File: src/rtl/rv_pkg.sv
// Shared types and constants for the write-back stage.
// Holds the datapath widths, the load funct3 codes and the write-back entry record.
// Has no logic and no state.
package rv_pkg;

    localparam int XLEN  = 32;
    localparam int MUL_W = 64;
    localparam int NREGS = 32;
    localparam int REG_W = $clog2(NREGS);

    localparam logic [2:0] F3_LB  = 3'b000;
    localparam logic [2:0] F3_LH  = 3'b001;
    localparam logic [2:0] F3_LW  = 3'b010;
    localparam logic [2:0] F3_LBU = 3'b100;
    localparam logic [2:0] F3_LHU = 3'b101;

    typedef struct packed {
        logic [REG_W-1:0] rd;
        logic [XLEN-1:0]  data;
    } wb_entry_t;

    // Which source owns the register-file write port in a given cycle.
    typedef enum logic [1:0] {
        SRC_NONE = 2'd0,
        SRC_MUL  = 2'd1,
        SRC_SKID = 2'd2,
        SRC_PIPE = 2'd3
    } wb_src_e;

endpackage

File: src/rtl/rv_writeback_if.sv
// Bundle of every result, load, multiply and register-file signal of the write-back stage.
// master drives results and loads; slave is the write-back block, which drives the regfile port.
// Status outputs: busy_o scoreboard, mul_busy_o, stall_o (skid full) and sticky err_o.
interface rv_writeback_if;
    import rv_pkg::*;

    logic             alu_valid_i;
    logic [REG_W-1:0] alu_rd_i;
    logic [XLEN-1:0]  alu_data_i;
    logic             ld_valid_i;
    logic [REG_W-1:0] ld_rd_i;
    logic [2:0]       ld_funct3_i;
    logic [1:0]       ld_addr_lo_i;
    logic [XLEN-1:0]  ld_rdata_i;
    logic             mul_start_i;
    logic [REG_W-1:0] mul_rd_i;
    logic             mul_valid_i;
    logic [MUL_W-1:0] mul_data_i;
    logic             rf_write_en;
    logic [REG_W-1:0] rf_write_reg;
    logic [XLEN-1:0]  rf_write_data;
    logic [NREGS-1:0] busy_o;
    logic             mul_busy_o;
    logic             stall_o;
    logic             err_o;

    modport master (
        output alu_valid_i, alu_rd_i, alu_data_i,
        output ld_valid_i, ld_rd_i, ld_funct3_i, ld_addr_lo_i, ld_rdata_i,
        output mul_start_i, mul_rd_i, mul_valid_i, mul_data_i,
        input  rf_write_en, rf_write_reg, rf_write_data,
        input  busy_o, mul_busy_o, stall_o, err_o
    );

    modport slave (
        input  alu_valid_i, alu_rd_i, alu_data_i,
        input  ld_valid_i, ld_rd_i, ld_funct3_i, ld_addr_lo_i, ld_rdata_i,
        input  mul_start_i, mul_rd_i, mul_valid_i, mul_data_i,
        output rf_write_en, rf_write_reg, rf_write_data,
        output busy_o, mul_busy_o, stall_o, err_o
    );

endinterface

File: src/rtl/rv_load_extend.sv
// Load alignment: selects the byte or halfword from the raw word and sign/zero extends it.
// Latency: purely combinational.
// Backpressure: none; ld_err flags misaligned accesses and unknown funct3 codes.
// Ports: funct3/addr_lo/rdata in; extended data and ld_err out.
module rv_load_extend
    import rv_pkg::*;
(
    input  logic [2:0]      funct3,
    input  logic [1:0]      addr_lo,
    input  logic [XLEN-1:0] rdata,
    output logic [XLEN-1:0] data,
    output logic            ld_err
);

    logic [7:0]  byte_sel;
    logic [15:0] half_sel;

    assign byte_sel = rdata[{addr_lo, 3'b000} +: 8];
    assign half_sel = addr_lo[1] ? rdata[31:16] : rdata[15:0];

    always_comb begin
        data   = '0;
        ld_err = 1'b0;
        case (funct3)
            F3_LB:  data = {{(XLEN-8){byte_sel[7]}}, byte_sel};
            F3_LBU: data = {{(XLEN-8){1'b0}}, byte_sel};
            F3_LH: begin
                data   = {{(XLEN-16){half_sel[15]}}, half_sel};
                ld_err = addr_lo[0];
            end
            F3_LHU: begin
                data   = {{(XLEN-16){1'b0}}, half_sel};
                ld_err = addr_lo[0];
            end
            F3_LW: begin
                data   = rdata;
                ld_err = (addr_lo != 2'b00);
            end
            default: ld_err = 1'b1;
        endcase
    end

endmodule

File: src/rtl/rv_writeback.sv
// Write-back arbiter: multiply result > skid entry > new ALU/load result onto the regfile port.
// Latency: 1 cycle from winning source to rf_write_*; at most one write per cycle.
// Backpressure: a losing pipe result parks in a 1-entry skid; stall_o is high while it is full.
// Ports: clk, rst (sync, active high), wb (slave side of rv_writeback_if).
module rv_writeback
    import rv_pkg::*;
(
    input  logic           clk,
    input  logic           rst,
    rv_writeback_if.slave  wb
);

    // Registered state
    logic             skid_vld_q;
    wb_entry_t        skid_q;
    logic             mul_busy_q;
    logic [REG_W-1:0] mul_tag_q;
    logic [NREGS-1:0] busy_q;
    logic             err_q;
    logic             out_en_q;
    wb_entry_t        out_q;

    // Load path
    logic [XLEN-1:0]  ld_data;
    logic             ld_err;

    rv_load_extend u_load_extend (
        .funct3  (wb.ld_funct3_i),
        .addr_lo (wb.ld_addr_lo_i),
        .rdata   (wb.ld_rdata_i),
        .data    (ld_data),
        .ld_err  (ld_err)
    );

    // Upper product bits are intentionally discarded.
    logic unused_mul_hi;
    assign unused_mul_hi = ^wb.mul_data_i[MUL_W-1:XLEN];

    // Source qualification
    logic      m_fire;       // multiply completes this cycle
    logic      m_wr;         // ... and needs the write port (rd != 0)
    logic      p_any;
    logic      p_both;
    logic      p_ok;         // pipe result is legal and consumed
    logic      p_wr;         // ... and needs the write port
    wb_entry_t p_entry;
    wb_entry_t m_entry;
    logic      start_ok;
    logic      err_set;

    assign m_fire   = wb.mul_valid_i & mul_busy_q;
    assign m_wr     = m_fire & (mul_tag_q != '0);
    assign p_any    = wb.alu_valid_i | wb.ld_valid_i;
    assign p_both   = wb.alu_valid_i & wb.ld_valid_i;
    // Skid full means stall_o was high, so anything presented now is dropped.
    assign p_ok     = p_any & ~p_both & ~skid_vld_q & ~(wb.ld_valid_i & ld_err);
    assign p_wr     = p_ok & (p_entry.rd != '0);
    assign m_entry  = '{rd: mul_tag_q, data: wb.mul_data_i[XLEN-1:0]};
    // A new multiply may start when idle or in the same cycle the old one retires.
    assign start_ok = wb.mul_start_i & (~mul_busy_q | m_fire);

    assign err_set  = (p_any & skid_vld_q)
                    | p_both
                    | (wb.ld_valid_i & ld_err)
                    | (wb.mul_start_i & ~start_ok)
                    | (wb.mul_valid_i & ~mul_busy_q);

    always_comb begin
        p_entry = '0;
        if (wb.alu_valid_i) begin
            p_entry = '{rd: wb.alu_rd_i, data: wb.alu_data_i};
        end else begin
            p_entry = '{rd: wb.ld_rd_i, data: ld_data};
        end
    end

    // Arbitration
    wb_src_e   src;
    wb_entry_t win;
    logic      skid_load;
    logic      skid_vld_d;

    always_comb begin
        src = SRC_NONE;
        win = '0;
        if (m_wr) begin
            src = SRC_MUL;
            win = m_entry;
        end else if (skid_vld_q) begin
            src = SRC_SKID;
            win = skid_q;
        end else if (p_wr) begin
            src = SRC_PIPE;
            win = p_entry;
        end
    end

    // p_wr already implies the skid is empty, so only a multiply can displace it.
    assign skid_load  = p_wr & (src != SRC_PIPE);
    assign skid_vld_d = skid_load | (skid_vld_q & (src != SRC_SKID));

    // Scoreboard: retire first, then start, so a same-rd back-to-back leaves the bit set.
    logic [NREGS-1:0] busy_d;
    logic             mul_busy_d;

    always_comb begin
        busy_d     = busy_q;
        mul_busy_d = mul_busy_q;
        if (m_fire) begin
            busy_d[mul_tag_q] = 1'b0;
            mul_busy_d        = 1'b0;
        end
        if (start_ok) begin
            mul_busy_d = 1'b1;
            if (wb.mul_rd_i != '0) begin
                busy_d[wb.mul_rd_i] = 1'b1;
            end
        end
    end

    always_ff @(posedge clk) begin
        if (rst) begin
            skid_vld_q <= 1'b0;
            skid_q     <= '0;
            mul_busy_q <= 1'b0;
            mul_tag_q  <= '0;
            busy_q     <= '0;
            err_q      <= 1'b0;
            out_en_q   <= 1'b0;
            out_q      <= '0;
        end else begin
            skid_vld_q <= skid_vld_d;
            if (skid_load) begin
                skid_q <= p_entry;
            end
            mul_busy_q <= mul_busy_d;
            if (start_ok) begin
                mul_tag_q <= wb.mul_rd_i;
            end
            busy_q   <= busy_d;
            err_q    <= err_q | err_set;
            out_en_q <= (src != SRC_NONE);
            out_q    <= win;
        end
    end

    assign wb.rf_write_en   = out_en_q;
    assign wb.rf_write_reg  = out_q.rd;
    assign wb.rf_write_data = out_q.data;
    assign wb.busy_o        = busy_q;
    assign wb.mul_busy_o    = mul_busy_q;
    assign wb.stall_o       = skid_vld_q;
    assign wb.err_o         = err_q;

endmodule

File: src/flat_wrapper.sv
// flat-port wrapper written by rule: the top's interface ports become plain ports
module rv_writeback_flat import rv_pkg::*;
  (clk, rst, wb_alu_valid_i, wb_alu_rd_i, wb_alu_data_i, wb_ld_valid_i, wb_ld_rd_i, wb_ld_funct3_i, wb_ld_addr_lo_i, wb_ld_rdata_i, wb_mul_start_i, wb_mul_rd_i, wb_mul_valid_i, wb_mul_data_i, wb_rf_write_en, wb_rf_write_reg, wb_rf_write_data, wb_busy_o, wb_mul_busy_o, wb_stall_o, wb_err_o);
  rv_writeback_if wb_i ();
  input  logic clk;
  input  logic rst;
  input wire logic [$bits(wb_i.alu_valid_i)-1:0] wb_alu_valid_i;
  input wire logic [$bits(wb_i.alu_rd_i)-1:0] wb_alu_rd_i;
  input wire logic [$bits(wb_i.alu_data_i)-1:0] wb_alu_data_i;
  input wire logic [$bits(wb_i.ld_valid_i)-1:0] wb_ld_valid_i;
  input wire logic [$bits(wb_i.ld_rd_i)-1:0] wb_ld_rd_i;
  input wire logic [$bits(wb_i.ld_funct3_i)-1:0] wb_ld_funct3_i;
  input wire logic [$bits(wb_i.ld_addr_lo_i)-1:0] wb_ld_addr_lo_i;
  input wire logic [$bits(wb_i.ld_rdata_i)-1:0] wb_ld_rdata_i;
  input wire logic [$bits(wb_i.mul_start_i)-1:0] wb_mul_start_i;
  input wire logic [$bits(wb_i.mul_rd_i)-1:0] wb_mul_rd_i;
  input wire logic [$bits(wb_i.mul_valid_i)-1:0] wb_mul_valid_i;
  input wire logic [$bits(wb_i.mul_data_i)-1:0] wb_mul_data_i;
  output wire logic [$bits(wb_i.rf_write_en)-1:0] wb_rf_write_en;
  output wire logic [$bits(wb_i.rf_write_reg)-1:0] wb_rf_write_reg;
  output wire logic [$bits(wb_i.rf_write_data)-1:0] wb_rf_write_data;
  output wire logic [$bits(wb_i.busy_o)-1:0] wb_busy_o;
  output wire logic [$bits(wb_i.mul_busy_o)-1:0] wb_mul_busy_o;
  output wire logic [$bits(wb_i.stall_o)-1:0] wb_stall_o;
  output wire logic [$bits(wb_i.err_o)-1:0] wb_err_o;
  assign wb_i.alu_valid_i = wb_alu_valid_i;
  assign wb_i.alu_rd_i = wb_alu_rd_i;
  assign wb_i.alu_data_i = wb_alu_data_i;
  assign wb_i.ld_valid_i = wb_ld_valid_i;
  assign wb_i.ld_rd_i = wb_ld_rd_i;
  assign wb_i.ld_funct3_i = wb_ld_funct3_i;
  assign wb_i.ld_addr_lo_i = wb_ld_addr_lo_i;
  assign wb_i.ld_rdata_i = wb_ld_rdata_i;
  assign wb_i.mul_start_i = wb_mul_start_i;
  assign wb_i.mul_rd_i = wb_mul_rd_i;
  assign wb_i.mul_valid_i = wb_mul_valid_i;
  assign wb_i.mul_data_i = wb_mul_data_i;
  assign wb_rf_write_en = wb_i.rf_write_en;
  assign wb_rf_write_reg = wb_i.rf_write_reg;
  assign wb_rf_write_data = wb_i.rf_write_data;
  assign wb_busy_o = wb_i.busy_o;
  assign wb_mul_busy_o = wb_i.mul_busy_o;
  assign wb_stall_o = wb_i.stall_o;
  assign wb_err_o = wb_i.err_o;
  rv_writeback u_core (.clk(clk), .rst(rst), .wb(wb_i));
endmodule
File: config.mk
export PLATFORM = sky130hd
export DESIGN_NAME = rv_writeback_flat
export DESIGN_NICKNAME = d
export VERILOG_FILES = /design/src/rtl/rv_pkg.sv /design/src/rtl/rv_writeback_if.sv /design/src/rtl/rv_load_extend.sv /design/src/rtl/rv_writeback.sv /design/src/flat_wrapper.sv
export SDC_FILE = /design/constraint.sdc
export NUM_CORES = 1
export LEC_CHECK = 0
export CORE_MARGIN = 2
export CORE_UTILIZATION = 43
export DETAILED_ROUTE_END_ITERATION = 16
export GPL_TIMING_DRIVEN = 0
export PLACE_DENSITY = 0.77
export SYNTH_ARGS = -nofsm -noshare
export SYNTH_HDL_FRONTEND = slang
export SYNTH_HIERARCHICAL = 1
export SYNTH_SLANG_ARGS = --single-unit
export TNS_END_PERCENT = 100
File: constraint.sdc
create_clock -name clk -period 7.8 [get_ports clk]
set_input_delay 1.56 -clock clk [delete_from_list [all_inputs] [get_ports clk]]
set_output_delay 1.56 -clock clk [all_outputs]
set_load 0.03 [all_outputs]
==> run metrics <==
Clock Root Buffer clkbuf_16; final-layout setup total negative slack 0 ps; number of placed I/O pins 227; share of Yosys cell area claimed by the top area cell type 37.5%; Arr. time, crit path 4880 ps; register-to-register path setup slack 5510 ps; share of flip-flops with an asynchronous set or reset after synthesis 0%; remaining max-slew budget at the tightest pin 0.681%; Core Box Area 13,900 µm²; clock period minus final worst setup slack 4600 ps; Area Growth Syn to Fin 44.9%; routed len/inst 19.4 µm; via total after detailed routing 6,626; Worst Path Required 8080 ps; post_cts resized 0; syn_area_per_cell 8.63 µm²; clk_lat worst skew 420 ps; most repeated library cell on the critical path buf_2; total number of H-tree levels 4; flip-flop cell with the highest count after synthesis dfxtp_1; area of combinational cells with multiple inputs 3420 µm²; Hold Crit Class register to register; status finished with violations; Worst Setup Slack post-DPL 2900 ps; proportion of synthesized chip area in sequential cells 37.5%; clock tree from TritonCTS built; number of design rule violations left after detail routing 0; cts hold-fix bufs 0; Netlist cell types 59; largest fanout of any net on the critical path 10; initial antenna violation count 5; antenna violation net count after detailed routing 0; peak per-stage delay on the critical path 600 ps; r2r worst-path depth 6; #FFs+latches synth 115; pin count of the biggest net entering global routing 17; global-route wire length before repair 33.7 mm; maximum achievable frequency 217 MHz; P_leak 3.15 nW; postcts setup bufs 0; register with the most flip-flops u_core/skid_q; router iterations before antenna repair 6; number of slew-limit violations in the final report 0; max reg flops 37; slowest CP cell nor3_2; Post-Syn Area 6150 µm²; number of enable-type register cells in the synthesized netlist 0; final hold vios 0; final worst clock skew 11.6 ps; final wirelength 21.6 mm; floorplan die height 124 µm; starting utilization of the core area 44.1%; worst setup slack after layout 3200 ps; clock transition at the register clock pins on the worst setup and hold paths after CTS 60 ps; setup-violating endpoint count in the final report 0; Rows 43; Yosys warnings 6; TritonCTS Buffers 17; total grt overflow 0; number of vias per cell after detailed routing 5.95; final worst-path cycle share 59.0%; maximum capacitance violations 1; total half-perimeter wirelength after legalization and detailed placement 16.1 mm; horizontal die dimension 124 µm; Peak VDD IR 0.000122 V; fraction of layout instances using a drive strength above 1 10.6%; instance count of the mapped netlist 712; number of nets in the synthesized netlist 868; Crit path buffers/inverters 7; type of the setup path with the least slack primary input to register; CP cell instances clkdlybuf4s50_1, buf_2, buf_2, buf_2, inv_1, ha_1, nand2b_1, or2_2, buf_2, nor3_2, buf_2, a211oi_1; number of inserted filler cells in the final layout 1,203; Pwr per Cell Area 205 nW/µm²; Clock Sinks 115; Stages on worst setup path 12; Top Family by Delay on Critical Path buffers and inverters; port buffer count 188; DR iter-0 viols 734; post-layout net count 1,075; Die Outline Area 15,300 µm²; violated checks capacitance limit; RSZ-0062 raised after global routing no; Synth area leader dfxtp_1; number of global-route vias before repair 6,383; sequential standard cell area 2300 µm²; ranking of synthesized cells by area dfxtp_1, mux2i_1, o311a_1, a211oi_1, nand2_1; final estimated routing congestion in global placement 0.968; slew of the pin with the lowest slew margin 1470 ps; GRT Resource Usage Total 28.7%; worst-case clock buffer depth 2; critical path startpoint category primary input; Min Hold Slack 475 ps; element type at the critical path end register; worst hold stages 2
-- layout by cell type, fill, tap and decap left out, types with 3 or more instances in the layout --
cell               n
a211oi_1          41
a211oi_2          10
a21oi_1           38
a221o_1            7
a22oi_1           18
a31oi_1           37
buf_1              4
buf_2             15
buf_4             11
buf_6              7
bufinv_16          4
clkbuf_1          42
clkbuf_16         17
clkdlybuf4s50_1  188
clkinv_4           3
dfxtp_1          115
inv_1              4
inv_6              5
mux2_2             4
mux2i_1           45
nand2_1           80
nand2b_1           3
nand3_1            4
nand3b_1           3
nor2_1            53
nor2b_1            7
nor3_1            39
nor3b_1            7
nor4_1             3
o21ai_0           35
o221ai_1           5
o311a_1           33
or2_2              4
-- metal layers --
layer / vias up / routed length, µm / GRT usage (%)
met4: 6 / 423 / 10.4
met5: - / 41 / 0
met1: 3120 / 8780 / 36.8
met3: 42 / 2010 / 7.15
li1: 3095 / - / -
met2: 363 / 10300 / 46.6
-- cell families after synthesis --
kind of cell,count (synthesis),share of synthesized area [%]
adders and majority gates,2,0.407
muxes,52,8.92
buffers and inverters,84,6.98
and+or+nand+nor,219,16.9
DFF,115,37.5
AOI/OAI and AO/OA,240,29.3
-- tightest hold or removal path: cells and delay by family (launching register included) --
kind | cells | cell delay [ps]
DFF | 1 | 300
AOI/OAI and AO/OA | 2 | 120
-- cells in the mapped netlist (2+ instances only) --
cell type	n
nor3b_1	7
a211oi_1	41
nand3_1	4
mux2_2	4
mux2_4	2
o311a_1	33
o31ai_1	2
inv_1	4
o221ai_1	5
nor3_1	39
buf_2	15
buf_1	4
mux2i_1	45
nor4b_1	2
buf_4	11
a21oi_1	38
nand2b_1	3
or2_2	4
clkbuf_1	42
nor2_1	53
o22a_1	2
nand2_1	80
nand3b_1	3
ha_1	2
o21ai_0	35
dfxtp_1	115
a221o_1	7
a221oi_2	2
buf_6	7
nor4_1	3
a31oi_1	37
nor4bb_1	2
nor2b_1	7
a22oi_1	18
a211oi_2	10
-- power by group --
group	internal, W	switching [W]	leakage (nW)	total (W)
clock network	0.000545	0.000308	0.313	0.000853
registers	0.000611	0.0000110	0.934	0.000622
logic	0.000161	0.000191	1.90	0.000352
total	0.00132	0.000510	3.15	0.00183
-- final timing paths --
| check | from | to |
|---|---|---|
| worst max-delay path | wb_alu_valid_i | u_core/skid_q[24] |
| worst min-delay path | u_core/wb.busy_o[5] | u_core/wb.busy_o[5] |
| worst max register to register | u_core/wb.stall_o | u_core/skid_q[24] |
| worst min register to register | u_core/wb.busy_o[5] | u_core/wb.busy_o[5] |
-- layout make-up --
type,instances,area share [%]
multi-input combinational,513,38.4
timing repair buffer,188,21.1
clock inverter,15,2.47
sequential,115,25.9
buffer,80,4.65
tap,180,2.53
clock buffer,17,4.78
antenna,2,0.0562
inverter,4,0.169
-- metrics by stage --
step	power (W)	std cells	util [%]	area [µm²]
after floorplan	0.000830	712	-	6150
after global placement	0.000978	1080	59.2	8250
after detailed placement	0.000981	1080	59.2	8250
after CTS	0.00183	1112	63.9	8900
after global routing	0.00189	1113	63.9	8900
final	0.00183	1114	63.9	8900
No activity file was read; power rests on OpenSTA's default activity.
